File: src/rtl/odd_counter_pkg.sv
// Shared constants and helpers for the odd-sequence counter.
// Latency: n/a (compile-time only).
// Backpressure: n/a (no handshake anywhere in this block).
package odd_counter_pkg;

  localparam int ODD_STEP      = 2;
  localparam int DEFAULT_WIDTH = 8;

  // Used at elaboration to reject even bounds.
  function automatic bit is_odd(input longint value);
    return value[0];
  endfunction

endpackage

File: src/rtl/odd_step_core.sv
// Odd-step register: adds ODD_STEP each clock, wraps last -> first.
// Latency: one clock per step; async reset loads first immediately.
// Backpressure: none, free-running with no enable or stall.
module odd_step_core
  import odd_counter_pkg::*;
#(
  parameter int WIDTH = DEFAULT_WIDTH
) (
  input  logic             clk,
  input  logic             reset,
  input  logic [WIDTH-1:0] first,
  input  logic [WIDTH-1:0] last,
  output logic [WIDTH-1:0] value
);

  logic [WIDTH-1:0] r_value;
  logic [WIDTH:0]   w_sum;
  logic [WIDTH-1:0] w_next;

  // Increment one bit wider than the count; wrap decision uses the
  // pre-increment value, the carry only guards an unreachable state.
  always_comb begin
    w_sum  = {1'b0, r_value} + (WIDTH+1)'(ODD_STEP);
    w_next = w_sum[WIDTH-1:0];
    if (r_value == last || w_sum[WIDTH]) begin
      w_next = first;
    end
  end

  // Count register; reset forces first without waiting for a clock.
  always_ff @(posedge clk or posedge reset) begin
    if (reset) begin
      r_value <= first;
    end else begin
      r_value <= w_next;
    end
  end

  assign value = r_value;

endmodule

File: src/rtl/odd_counter.sv
// Free-running odd counter: FIRST, FIRST+2, ..., LAST, FIRST, ...
// Latency: one clock per step; output straight from a flop.
// Backpressure: none, counts every clock while reset is low.
module odd_counter
  import odd_counter_pkg::*;
#(
  parameter int     WIDTH = DEFAULT_WIDTH,
  parameter longint FIRST = 1,
  parameter longint LAST  = (longint'(1) << WIDTH) - 1
) (
  input  logic             clk,
  input  logic             reset,
  output logic [WIDTH-1:0] cnt_o
);

  // Bounds must be odd, ordered and representable; refuse to elaborate
  // rather than silently truncate.
  if (WIDTH < 2 || WIDTH > 62) begin : g_bad_width
    $fatal(1, "odd_counter: WIDTH=%0d out of range 2..62", WIDTH);
  end else if (FIRST < 0 || FIRST >= (longint'(1) << WIDTH) || !is_odd(FIRST)) begin : g_bad_first
    $fatal(1, "odd_counter: FIRST=%0d must be odd and below 2**WIDTH", FIRST);
  end else if (LAST >= (longint'(1) << WIDTH) || !is_odd(LAST) || LAST < FIRST) begin : g_bad_last
    $fatal(1, "odd_counter: LAST=%0d must be odd, >= FIRST, below 2**WIDTH", LAST);
  end

  localparam logic [WIDTH-1:0] FIRST_V = WIDTH'(FIRST);
  localparam logic [WIDTH-1:0] LAST_V  = WIDTH'(LAST);

  logic [WIDTH-1:0] w_value;

  odd_step_core #(
    .WIDTH (WIDTH)
  ) u_core (
    .clk   (clk),
    .reset (reset),
    .first (FIRST_V),
    .last  (LAST_V),
    .value (w_value)
  );

  assign cnt_o = w_value;

`ifndef SYNTHESIS
  logic             r_rst_seen;
  logic             r_prev_vld;
  logic [WIDTH-1:0] r_prev;

  // Value is undefined until the first reset; arm the checks only after it.
  always_ff @(posedge clk or posedge reset) begin
    if (reset) begin
      r_rst_seen <= 1'b1;
    end
  end

  // Remember the value before the last clocked step so each step can be judged.
  always_ff @(posedge clk or posedge reset) begin
    if (reset) begin
      r_prev_vld <= 1'b0;
      r_prev     <= FIRST_V;
    end else begin
      r_prev_vld <= 1'b1;
      r_prev     <= w_value;
    end
  end

  a_odd: assert property (@(posedge clk) disable iff (reset)
    r_rst_seen |-> w_value[0]);

  a_range: assert property (@(posedge clk) disable iff (reset)
    r_rst_seen |-> ({1'b0, w_value} >= {1'b0, FIRST_V} &&
                    {1'b0, w_value} <= {1'b0, LAST_V}));

  a_step: assert property (@(posedge clk) disable iff (reset)
    (r_rst_seen && r_prev_vld) |->
      (({1'b0, w_value} == {1'b0, r_prev} + (WIDTH+1)'(ODD_STEP)) ||
       (r_prev == LAST_V && w_value == FIRST_V)));
`endif

endmodule

File: config.mk
export PLATFORM = sky130hd
export DESIGN_NAME = odd_counter
export DESIGN_NICKNAME = d
export VERILOG_FILES = /design/src/rtl/odd_counter_pkg.sv /design/src/rtl/odd_step_core.sv /design/src/rtl/odd_counter.sv
export SDC_FILE = /design/constraint.sdc
export NUM_CORES = 1
export LEC_CHECK = 0
export ABC_AREA = 1
export CAP_MARGIN = 20
export CORE_AREA = 2 2 39 41
export CTS_BUF_LIST = sky130_fd_sc_hd__clkbuf_8
export DETAILED_ROUTE_END_ITERATION = 6
export DIE_AREA = 0 0 41 43
export GPL_ROUTABILITY_DRIVEN = 0
export SYNTH_ARGS = -nofsm -noshare
export SYNTH_HDL_FRONTEND = slang
export SYNTH_SLANG_ARGS = --single-unit
File: constraint.sdc
create_clock -name clk -period 1 [get_ports clk]
set_input_delay 0.1 -clock clk [delete_from_list [all_inputs] [get_ports clk]]
set_output_delay 0.1 -clock clk [all_outputs]
set_load 0.02 [all_outputs]
## After elaboration in Yosys (flattened, before gate mapping)

Index checks and enable logic that the tools add are counted.

| word-level totals | value |
|---|---|
| output and inout port bits | 8 |
| logic and storage cells | 5 |
| input bits | 2 |
| bits in registers | 8 |

| operators by class | value |
|---|---|
| add/subtract/negate cells | 1 |
| reductions and logical operators | 1 |
| eq/ne operators | 1 |
| muxes and demuxes | 1 |

Operators by type and width:

| operator | number |
|---|---|
| $add A8 B2 Y9 const B | 1 |
| $eq A8 B8 Y1 const B | 1 |
| $mux W8 | 1 |
| $logic_or A1 B1 Y1 | 1 |

## Logic depth before layout (Yosys ltp)

Gate-level depths: netlist of run 1.

| depth | value |
|---|---|
| depth after elaboration | 3 |
| gate-level depth with buffers | 6 |
| gate-level depth less buffers | 6 |

## Worst setup path after synthesis of run 1

No wires, ideal clock.

| timing path | value |
|---|---|
| kind | register -> register |
| start | register u_core.r_value[1] (netlist: u_core.value[1]) |
| end | register u_core.r_value[7] (netlist: u_core.value[7]) |
| arrival time | 1053 ps |
| data required time | 881 ps |
| path slack | -172 ps |
| path buffers | 0 |
| library setup time | 119 ps |
| cell stages (with the launch flop) | 7 |
| clock period less this slack | 1172 ps |
| path through | dfrtp_1 ha_1 nand2_1 nor2_1 nand3_1 nand2_1 nor2_1 |

| between the ends | value |
|---|---|
| longest elaborated chain between the ends | 3 |
| elaborated cells on any way between the ends | 4 |
| classes of those cells | 1 x add/sub; 1 x eq/ne; 1 x mux; 1 x reduce/logical |

Ends and longest elaborated chain:

| item | RTL line | RTL |
|---|---|---|
| start: declaration | odd_step_core.sv:16 | `logic [WIDTH-1:0] r_value;` |
| start signal: assignment | odd_step_core.sv:33 | `r_value <= first;` |
| start signal: assignment | odd_step_core.sv:35 | `r_value <= w_next;` |
| $add A8 B2 Y9 or $eq A8 B8 Y1 (tied branches) | odd_step_core.sv:23, odd_step_core.sv:25 |  |
| $logic_or A1 B1 Y1 | odd_step_core.sv:25 | `if (r_value == last \|\| w_sum[WIDTH]) begin` |
| $mux W8 (*) | odd_step_core.sv:25 |  |
| net u_core.w_next[7] | odd_step_core.sv:18 | `logic [WIDTH-1:0] w_next;` |

The timed path passes the listed nets; every way through them passes the cells marked *.

## Final worst setup path of run 1

| timing path | value |
|---|---|
| start | register u_core.r_value[2] (netlist: u_core.value[2]) |
| end | register u_core.r_value[7] (netlist: u_core.value[7]) |

The elaborated chain is that of the path after synthesis.

==> results of run 1 <==
routing by layer:
metal | up-vias | global-route usage
li1 | 150 | -
met1 | 144 | 0.125
met2 | 6 | 0.166
met3 | 2 | 0.0471
met4 | 0 | 0.0600
met5 | - | 0
cells in the final DEF (no fill, tap or decap), drive strengths merged:
cell	Yosys	layout
a21oi	1	1
buf	0	12
clkbuf	0	6
clkdlybuf4s50	0	1
dfrtp	7	7
dfstp	1	1
ha	1	1
inv	8	9
nand2	7	7
nand3	3	3
nor2	6	6
xnor2	1	1
xor2	3	3
critical path, cell delays in order, from the launching register on:
cell	delay, ns
dfrtp_2	0.40
ha_4	0.17
nand2_4	0.05
nor2_4	0.11
nand3_2	0.07
nand2_1	0.06
nor2_1	0.04
how the worst max path moves through the flow:
stage	start	endpoint	slack, ns	cells after the start
floorplan	u_core.value[1]$_DFF_PP0_	u_core.value[7]$_DFF_PP0_	-0.05	6
global placement	u_core.value[0]$_DFFE_PP1P_	cnt_o[0]	-0.19	1
detailed placement	u_core.value[0]$_DFFE_PP1P_	cnt_o[0]	-0.20	1
CTS	u_core.value[1]$_DFF_PP0_	u_core.value[3]$_DFF_PP0_	-0.02	6
global route	u_core.value[1]$_DFF_PP0_	u_core.value[7]$_DFF_PP0_	-0.08	6
finish	u_core.value[2]$_DFF_PP0_	u_core.value[7]$_DFF_PP0_	-0.02	6
cell type report:
| cell class | instances | area, µm² |
|---|---|---|
| sequential | 8 | 206 |
| fill | 152 | 782 |
| clock inverter | 1 | 3.75 |
| inverter | 8 | 30.0 |
| tap | 16 | 20.0 |
| clock buffer | 3 | 41.3 |
| multi-input combinational | 22 | 188 |
| timing repair buffer | 16 | 113 |
what timing repair did:
| item | in CTS | in global routing |
|---|---|---|
| endpoints found under the setup margin | 11 | 10 |
| endpoints found under the hold margin | 0 | 0 |
| pin swaps | 2 | 6 |
| resized for setup | 30 | 16 |
power groups by stage:
stage               registers, mW  logic (mW)  clock network (mW)
finish                      0.325      0.0102               0.399
global route                0.324      0.0122               0.443
CTS                         0.325      0.0109               0.416
detailed placement          0.330      0.0109                   0
floorplan                   0.330     0.00500                   0
global placement            0.330      0.0107                   0
metrics by stage:
stage	hold WS [ns]	setup WS, ns	TNS (ns)	util
6_report	0.118	-0.0233	-0.0381	0.435
5_1_grt	0.159	-0.0763	-0.154	0.435
4_1_cts	0.125	-0.0199	-0.0490	0.426
3_5_place_dp	0.372	-0.199	-0.611	0.387
3_3_place_gp	0.369	-0.195	-0.515	0.387
2_1_floorplan	-0.0853	-0.0496	-0.0816	-
kinds of logic (layout without fill, tap and decap cells):
group | after synthesis | after routing | synth area share
AND/OR/NAND/NOR | 16 | 16 | 0.201
flip-flops | 8 | 8 | 0.567
buffers and inverters | 8 | 28 | 0.0845
XOR/XNOR | 4 | 4 | 0.0986
adder cells (fa/ha/maj) | 1 | 1 | 0.0352
AO/OA/AOI/OAI | 1 | 1 | 0.0141
==> results.ini, run 1 <==
[run_status]
status=finished, violations left
violations=setup timing

[yosys]
syn_inst=38
synth-edff-count=0
synth_area_leader_cell=dfrtp_1
ys_async_sr_fraction=1.00
yosys.area.top_type_share=0.493
synthFlopType=dfrtp_1
synth_fp_nets=41
avgSynthCellArea_um2=9.35
synth_cell_types=12
yosysMostFrequentCell=inv_1
synth-seq-area-share=0.567
synth.top_cells.by_area=dfrtp_1, inv_1, dfstp_2
yosysWarnings=0
synthTopCellsByCount=inv_1, dfrtp_1, nand2_1
syn_area_um2=355
ys_ff_latch=8

[route]
route.met2.wl_um=407
drc_errors=0
drt-total-wl_um=765
via_per_inst=4.08
met3WireLength_um=43
drtIter0Drc=4
avgRoutedWirePerCell_um=10.3
dr.pass1.iters=2
antenna_left=0
num_vias=302
wl_met1_um=307
top_layer=met4

[critical_path]
r2r-start=u_core.value[2]$_DFF_PP0_
crit_arrival_ns=1.14
reg2reg_depth=6
critPathLaunchType=flip-flop
crit_path_end_kind=flip-flop
rrSetupSlack_ns=-0.02
r2r_end=u_core.value[7]$_DFF_PP0_
crit_fanout=3
path_class=reg -> reg
critical_path_required_ns=1.11

[timing]
fin_ws_ns=-0.0233
hold_violations=0
worst_slew_pin_slew_ns=0.313
slew_headroom=0.791
finalCritPeriodShare=1.02
rsz0062_at_grt=true
skew_ns=0.00480
slew_violations=0
fmax_mhz=977
period_needed_ns=1.02
setup_violations=2

[pwr]
pwr-share-seq=0.443
p_sw_frac=0.190
leakagePower_nw=0.302
p_int_mw=0.595
p_switching_mw=0.139
p_per_area_mw_per_mm2=1220
p_clk_frac=0.544
p_comb_frac=0.014
p_total_mw=0.734
ir_worst_vdd_mv=0.485

[clock_network]
clk_pin_slew_worst_paths_ns=0.05
cts.sinks=8
htreeDepth=1
worst_skew_pair.late_latency_ns=0.23
hold_buffers=0
cts_setup_buffers=0
clk_path_buf_depth=2
cts_buffers=3
cts-root-buf=clkbuf_8
cts_tree=built

[place]
numPortBuffers=9
placedCellCount=70
postPlaceCellArea_um2=536
dp_hpwl_um=516

[final_layout]
drive_gt1_frac=0.621
diodes=0
area_delta_synth_final_pct=69.4
largest_reg_flops=8
layout.nets=62
fin_area_um2=602
fin_cells=74

[global_route]
grt_use_total=0.110
grt_max_degree=9
antenna_found_initial=0
grt_pass1_wl_mm=1.26
first_global_vias=294
gr-total-overflow=0

[hold_path]
hold_path.class=in -> async

[floorplan]
start_util=0.257
ioPinCount=10
die_w_um=41
rows=14
die_area_mm2=0.00176
core-area_mm2=0.00138
fp.dieH_um=43

[job]
max_cap_violations=0

Note: power is estimated with default switching activity, not from simulation.
==> run 2, diff against run 1 <==
--- a/config.mk
+++ b/config.mk
@@ -6,7 +6,6 @@
 export NUM_CORES = 1
 export LEC_CHECK = 0
 export ABC_AREA = 1
-export CAP_MARGIN = 20
 export CORE_AREA = 2 2 39 41
 export CTS_BUF_LIST = sky130_fd_sc_hd__clkbuf_8
 export DETAILED_ROUTE_END_ITERATION = 6
==> constraint.sdc (replaced) <==
create_clock -name clk -period 1.2 [get_ports clk]
set_input_delay 0.12 -clock clk [delete_from_list [all_inputs] [get_ports clk]]
set_output_delay 0.12 -clock clk [all_outputs]
set_load 0.02 [all_outputs]
==> run 2 against run 1 <==
Net effect:
- the run now ends clean
- clock-buffer cell count is the same
- final area shrank 9.6%
- utilization fell by 4.2 points
- sequential share of layout area is 2.7 points higher
- die area did not move
- routed wire length decreased by 9.3%
- power decreased by 16%
- flip-flop and latch count did not move
- largest cell class unchanged
- largest power group unchanged
==> results.ini, run 2 (synthesized netlist as in run 1, its figures left out) <==
[pwr]
ir_worst_vdd_mv=0.578  ; +19%
p_per_area_mw_per_mm2=1130  ; -7.3%
leakagePower_nw=0.284  ; -6.1%

[clock_network]
cts-root-buf=clkbuf_8
worst_skew_pair.late_latency_ns=0.23  ; about the same
htreeDepth=1  ; unchanged
clk_pin_slew_worst_paths_ns=0.05  ; about the same
cts.sinks=8  ; unchanged
cts_buffers=3  ; unchanged
clk_path_buf_depth=2  ; unchanged
cts_tree=built
hold_buffers=0  ; unchanged

[global_route]
gr-total-overflow=0  ; unchanged
grt_pass1_wl_mm=1.19  ; -5.5%
antenna_found_initial=0  ; unchanged
grt_max_degree=9  ; unchanged
grt_use_total=0.101  ; -0.00901
first_global_vias=295  ; +0.34%

[timing]
finalCritPeriodShare=0.960
worst_slew_pin_slew_ns=0.322  ; +0.00908 ns
setup_violations=0  ; -2
fmax_mhz=868
finalSetupTns_ns=0  ; +0.0381 ns
finalHoldWorstSlack_ns=0.142  ; +0.0241 ns
period_needed_ns=1.15
rsz0062_at_grt=false
slew_violations=0  ; unchanged
hold_violations=0  ; unchanged
slew_headroom=0.785  ; -0.00606
skew_ns=0.00553  ; +0.000724 ns

[final_layout]
seq_area_um2=201  ; -2.4%
largest_reg_flops=8  ; unchanged
final_cell_mix=inv_1, nand2_1, dlygate4sd2_1, dfrtp_1, nor2_1
final_common_cell=inv_1
area_delta_synth_final_pct=53.2
drive_gt1_frac=0.200  ; -0.421
layout.nets=59  ; -4.8%
filler_cell_count=152  ; unchanged
multi_input_area_um2=136  ; -27%
diodes=0  ; unchanged

[critical_path]
critical_path_required_ns=1.08  ; -0.03 ns
crit_path_cell_trace=clkdlybuf4s15_1
critical-path-top-delay-family=flip-flops
worstPathBufferInverterCount=1  ; +1
crit_fanout=2  ; -1
crit_arrival_ns=1.03  ; -0.11 ns
critPathLaunchType=flip-flop
crit_path_end_kind=output port
path_class=reg -> out
cpPeakStageDelay_ns=0.52  ; +0.12 ns
crit_slowest_cell=dfstp_2

[floorplan]
ioPinCount=10  ; unchanged
core-area_mm2=0.00138  ; unchanged
start_util=0.257  ; unchanged
die_area_mm2=0.00176  ; unchanged
rows=14  ; unchanged
die_w_um=41  ; unchanged
fp.dieH_um=43  ; unchanged

[place]
dp_hpwl_um=479  ; -7.2%
numPortBuffers=9  ; unchanged

[route]
num_vias=284  ; -6.0%
drtIter0Drc=1  ; -3
antenna_left=0  ; unchanged
avgRoutedWirePerCell_um=9.77  ; -5.4%
dr.pass1.iters=2  ; unchanged
drt-total-wl_um=694  ; -9.3%
via_per_inst=4.00  ; -2.0%
drc_errors=0  ; unchanged

[run_status]
status=finished, final reports clean

[hold_path]
hold_path.class=in -> async

[job]
max_cap_violations=0  ; unchanged

run 2: cell types whose count changed in the layout (fill, tap and decap cells not counted), moves of 2 or more:
cell           change
buf_6              -2
dfrtp_2            -4
nand2_2            -2
buf_4              -2
dlygate4sd2_1      +7
nor2_1             +3
nor2_4             -2
clkbuf_2           -3
dfrtp_1            +4
nand2_1            +3
nand3_1            +2
buf_2              -4
run 2: report_power, final:
part / total (mW) / leakage [nW] / switching [mW] / internal, mW
registers: 0.271 / 0.0936 / 0 / 0.271
clock network: 0.336 / 0.0269 / 0.114 / 0.222
logic: 0.00869 / 0.163 / 0.00565 / 0.00304
total: 0.615 / 0.284 / 0.119 / 0.496
run 2: worst paths after layout:
check,startpoint,to,slack (ns),cells past startpoint
worst max-delay path,u_core.value[0]$_DFFE_PP1P_,cnt_o[0],0.05,1
worst min-delay path,reset,u_core.value[6]$_DFF_PP0_,0.14,2
worst max register to register,u_core.value[1]$_DFF_PP0_,u_core.value[7]$_DFF_PP0_,0.09,6
worst min register to register,u_core.value[0]$_DFFE_PP1P_,u_core.value[0]$_DFFE_PP1P_,0.46,2
max in group asynchronous,reset,u_core.value[0]$_DFFE_PP1P_,0.76,2
min in group clk,u_core.value[0]$_DFFE_PP1P_,u_core.value[0]$_DFFE_PP1P_,0.46,2
run 2: layout make-up:
| type | count | share of cell area |
|---|---|---|
| flip-flops and latches | 8 | 0.370 |
| multi-input cells | 22 | 0.251 |
| repair buffers | 13 | 0.205 |
| clock buffers | 3 | 0.0759 |
| inverters | 8 | 0.0552 |
| well taps | 16 | 0.0368 |
| clock inverters | 1 | 0.00690 |
run 2: routing by layer:
layer | vias to the layer above | track usage | part of all wire
met5 | - | 0 | 0
met4 | 0 | 0.0600 | 0.020
met3 | 2 | 0.0314 | 0.058
met2 | 9 | 0.138 | 0.50
met1 | 127 | 0.136 | 0.42
li1 | 146 | - | -
run 2: timing repair:
item | CTS | global route
pin swaps | 0 | 1
endpoints found under the setup margin | 8 | 2
endpoints found under the hold margin | 0 | 0
resized for setup | 8 | 3
buffers inserted | 0 | 0
run 2: per-stage QoR:
| step | total power [mW] | area (µm²) | utilization | setup WS, ns | cells |
|---|---|---|---|---|---|
| 4_1_cts | 0.627 | 531 | 0.383 | 0.0100 | 71 |
| 6_report | 0.615 | 544 | 0.393 | 0.0474 | 71 |
| 3_5_place_dp | 0.284 | 495 | 0.358 | -0.0149 | 67 |
| 3_3_place_gp | 0.284 | 495 | 0.358 | -0.0146 | 67 |
| 5_1_grt | 0.645 | 544 | 0.393 | 0.0121 | 71 |
| 2_1_floorplan | 0.279 | 355 | - | 0.0277 | 38 |
==> patch 1: new RTL, settings of run 1 <==
Register the output `cnt_o`; this adds one clock of latency there.
--- a/src/rtl/odd_counter.sv
+++ b/src/rtl/odd_counter.sv
@@ -40,3 +40,5 @@
 
-  assign cnt_o = w_value;
+  always_ff @(posedge clk) begin
+      cnt_o <= w_value;
+  end
 
Formal check against the unedited RTL: not equivalent (Yosys sat finds a counterexample within 4 cycles, from zero or initial values and one cycle with reset high).
==> patch 1 against run 1 <==
  * The flow still finishes with violations (setup timing)
  * Via count up 13%
  * Power increased by 54%
  * Core utilization rose by 8.1 points
  * Area after synthesis up 45%
  * Sequential cell count increased by 8
  * Setup slack better by 0.012 ns
  * Wire length decreased by 6.9%
  * Cell area increased by 19%
  * Non-clock buffer count is 4 lower
  * Largest power group is now registers
==> patch 1: results (changes against run 1) <==
** Status
- Run status: finished, violations left (unchanged).
- Failing checks: setup timing (unchanged).

** Clocking
- The clock insertion delay at the later pin of the skew report came to 0.25 ns (was 0.23 ns).

** STA
- The transition time at the pin with the least slew margin came to 0.289 ns (was 0.313 ns).
- The final worst hold slack was 0.0831 ns (was 0.118 ns).
- Clock tree skew after final layout :: 0.00112 ns (was 0.00480 ns)
- The final-report setup violation count was 1 (was 2).
- The final worst-path setup slack is -0.0113 ns (was -0.0233 ns).

** Power
- IR Drop Worst-Case VDD :: 0.773 mV (was 0.485 mV)
- The leakage component of the power is 0.345 nW (was 0.302 nW).

** Placement
- Worst setup slack after placement :: -0.0321 ns (was -0.199 ns)
- Estimated wirelength of the detail-placed design :: 531 um (was 516 um)

** Logic synthesis
- The part of the Yosys area used for sequential elements was 70.1% (was 56.7%).
- Most used flip-flop cell after synthesis :: sky130_fd_sc_hd__dfxtp_1 (was sky130_fd_sc_hd__dfrtp_1)
- The total nets after synthesis was 49 (was 41).
- Most instantiated cells after synthesis :: sky130_fd_sc_hd__dfxtp_1, sky130_fd_sc_hd__inv_1, sky130_fd_sc_hd__dfrtp_1, sky130_fd_sc_hd__nand2_1, sky130_fd_sc_hd__nor2_1 (was sky130_fd_sc_hd__inv_1, sky130_fd_sc_hd__dfrtp_1, sky130_fd_sc_hd__nand2_1)
- The number of distinct library cell variants in the gate-level netlist after synthesis came to 13 (was 12).
- The proportion of register bits with asynchronous set or reset after synthesis came to 50.0% (was 100%).
- Cells taking the most area after synthesis :: sky130_fd_sc_hd__dfrtp_1, sky130_fd_sc_hd__dfxtp_1, sky130_fd_sc_hd__inv_1, sky130_fd_sc_hd__dfstp_2, sky130_fd_sc_hd__nand2_1 (was sky130_fd_sc_hd__dfrtp_1, sky130_fd_sc_hd__inv_1, sky130_fd_sc_hd__dfstp_2, sky130_fd_sc_hd__nand2_1, sky130_fd_sc_hd__xor2_1)

** Route
- The DRC violation total after the first TritonRoute iteration came to 7 (was 4).
- The first-pass detailed-route iteration total came to 4 (was 2).
- The routed length per instance was 9.13 um (was 10.3 um).
- The overall via count from detail_route is 342 (was 302).

** Setup path
- The cell class contributing the biggest share of worst-path delay is flip-flops (unchanged).
- The critical path's slowest cell was sky130_fd_sc_hd__dfrtp_1 (was sky130_fd_sc_hd__dfrtp_2).

** GRT
- Total Routing Usage GR :: 11.8% (was 11.0%)
- The global-route wire length before repair is 1310 um (was 1260 um).

** Final layout
- The layout filler cell count is 130 (was 152).
- Net total in the final layout :: 66 (was 62)
- Fraction of final layout cells sized beyond drive strength 1 :: 27.4% (was 62.1%)

** Hold path
- The class of the most critical hold timing path is in -> async (unchanged).
-- patch 1: changes by cell type after synthesis, sizes merged --
cell          run 1  this run
dfxtp             0         8
-- patch 1: kinds of logic (layout without fill, tap and decap cells) --
group,after synthesis,after routing,synth area share [%]
flip-flops,16,16,70.1
AND/OR/NAND/NOR,16,16,13.8
buffers and inverters,8,24,5.83
XOR/XNOR,4,4,6.80
adder cells (fa/ha/maj),1,1,2.43
AO/OA/AOI/OAI,1,1,0.970
-- patch 1: power breakdown --
| part | total [mW] | switching [mW] | leakage [nW] | internal (mW) |
|---|---|---|---|---|
| Sequential | 0.643 | 0 | 0.158 | 0.643 |
| Combinational | 0.00968 | 0.00605 | 0.160 | 0.00363 |
| Clock | 0.482 | 0.210 | 0.0269 | 0.272 |
-- patch 1: how the worst max path moves through the flow --
| stage | from | end | slack (ns) |
|---|---|---|---|
| final | u_core.value[2] | u_core.value[7] | -0.01 |
| after floorplan | u_core.value[1] | u_core.value[7] | -0.003 |
| after detailed placement | u_core.value[2] | u_core.value[7] | -0.03 |
| after global routing | u_core.value[2] | u_core.value[7] | -0.07 |
| after global placement | u_core.value[2] | u_core.value[7] | -0.02 |
| after CTS | u_core.value[2] | u_core.value[7] | -0.02 |
-- patch 1: timing repair --
action / CTS / global route
hold buffers: 0 / 0
resized for setup: 10 / 13
setup endpoints to repair: 10 / 7
pin swaps: 1 / 3
-- patch 1: area by class of cell --
type                    instances  share of cell area [%]
flip-flops and latches         16                    50.8
repair buffers                 12                    15.1
clock buffers                   3                    5.78
multi-input cells              22                    20.8
well taps                      16                    2.80
clock inverters                 1                   0.525
inverters                       8                    4.20
-- patch 1: metal layers --
layer | vias to the layer above | GRT usage (%) | part of all wire [%]
met5 | - | 0 | 0
met2 | 10 | 16.6 | 51
met4 | 0 | 10.0 | 3.2
met3 | 3 | 4.71 | 4.8
met1 | 158 | 13.2 | 41
li1 | 171 | - | -
-- patch 1: per-stage QoR --
step,instance area (um2),instances
after floorplan,518,46
after global placement,651,74
after detailed placement,651,74
after CTS,689,78
after global routing,714,78
final,714,78
==> patch 2: new RTL, flow settings as in run 1 <==
Made on the original files. Set the package constant `DEFAULT_WIDTH` to 7 (it was 8).
--- a/src/rtl/odd_counter_pkg.sv
+++ b/src/rtl/odd_counter_pkg.sv
@@ -6,3 +6,3 @@
   localparam int ODD_STEP      = 2;
-  localparam int DEFAULT_WIDTH = 8;
+  localparam int DEFAULT_WIDTH = 7;
 
Interface: changed (resized cnt_o); port bits go from 10 to 9. The function was not compared with the original's and may differ.
==> patch 2 against run 1 <==
  * The flow still finishes with violations (setup timing)
  * Count of clock-buffer cells in the layout unchanged
  * Cell area decreased by 4.2%
  * Area after synthesis decreased by 4.9%
  * Largest power group unchanged
  * Largest cell class is now multi-input combinational cells
  * Wire length decreased by 1.2%
  * Via count increased by 9.3%
  * Sequential cell count decreased by 1
  * Setup slack got worse by 0.15 ns
  * Power decreased by 8.2%
==> patch 2: results (changes against run 1) <==
** Logic synthesis
- The gate count of the mapped netlist was 40 (was 38).
- Share of the synthesized area in the top cell type :: 44.4% (was 49.3%)
- Register area share after synthesis :: 52.2% (was 56.7%)
- Cells taking the most area after synthesis :: sky130_fd_sc_hd__dfrtp_1, sky130_fd_sc_hd__nor2_1, sky130_fd_sc_hd__nand2_1, sky130_fd_sc_hd__dfstp_2, sky130_fd_sc_hd__inv_1 (was sky130_fd_sc_hd__dfrtp_1, sky130_fd_sc_hd__inv_1, sky130_fd_sc_hd__dfstp_2, sky130_fd_sc_hd__nand2_1, sky130_fd_sc_hd__xor2_1)

** Power
- Seq power :: 285 uW (was 325 uW)
- Total internal power :: 553 uW (was 595 uW)
- The leakage component of the power came to 0.305 nW (was 0.302 nW).

** Setup path
- The largest fanout on the critical path was 6 (was 3).
- The critical register-to-register path endpoint is u_core.value[3] (was u_core.value[7]).

** Final layout
- Fraction of final layout cells sized beyond drive strength 1 :: 46.8% (was 62.1%)
- The count of nets after finishing was 66 (was 62).
- The fraction of area in non-clock buffers came to 23.2% (was 18.7%).
- Comb_multi_in :: 28 (was 22)
- Fraction of standard cell area that is sequential :: 31.0% (was 34.3%)
- Area added between synthesis and finish :: 70.7% (was 69.4%)
- Fill cell total of the finished layout :: 147 (was 152)
- The number of non-clock inverters in the layout came to 5 (was 8).

** STA
- Clock tree skew after final layout :: 0.00422 ns (was 0.00480 ns)
- Setup violators final :: 8 (was 2)
- Worst setup margin :: -0.175 ns (was -0.0233 ns)

** Clocking
- PostCTS Resize Cnt :: 18 (was 30)

** Route
- Avg Vias per Cell :: 4.23 (was 4.08)
- Detailed-routing iteration count for the pre-antenna-repair pass :: 6 (was 2)

** Placement
- Worst setup slack after placement :: -0.194 ns (was -0.199 ns)

** Status
- Failing checks :: setup timing (unchanged)
- Run status: finished, violations left (unchanged).

** GRT
- Total Routing Usage GR :: 10.8% (was 11.0%)
[patch 2: worst min-delay path by stage]
stage               start         endpoint  slack, ns  cells past startpoint
finish              reset  u_core.value[1]       0.11                      2
global route        reset  u_core.value[6]       0.16                      2
CTS                 reset  u_core.value[6]       0.13                      2
detailed placement  reset  u_core.value[6]       0.37                      2
global placement    reset  u_core.value[6]       0.36                      2
floorplan           reset  u_core.value[3]       -0.1                      1
[patch 2: cell families (layout without fill, tap and decap cells)]
family / after synthesis / in the layout / share of synthesized area (%)
fa+ha+maj: 1 / 1 / 3.70
simple gates: 23 / 23 / 28.5
flops: 7 / 7 / 52.2
compound gates: 1 / 1 / 2.22
xor+xnor: 3 / 3 / 7.78
buf+inv: 5 / 27 / 5.56
[patch 2: per-layer routing]
metal	track usage, %	vias to the layer above	part of all wire, %
li1	-	167	-
met1	13.2	155	39
met2	14.4	8	54
met3	7.85	0	6.2
met4	4.00	0	0
met5	0	-	0
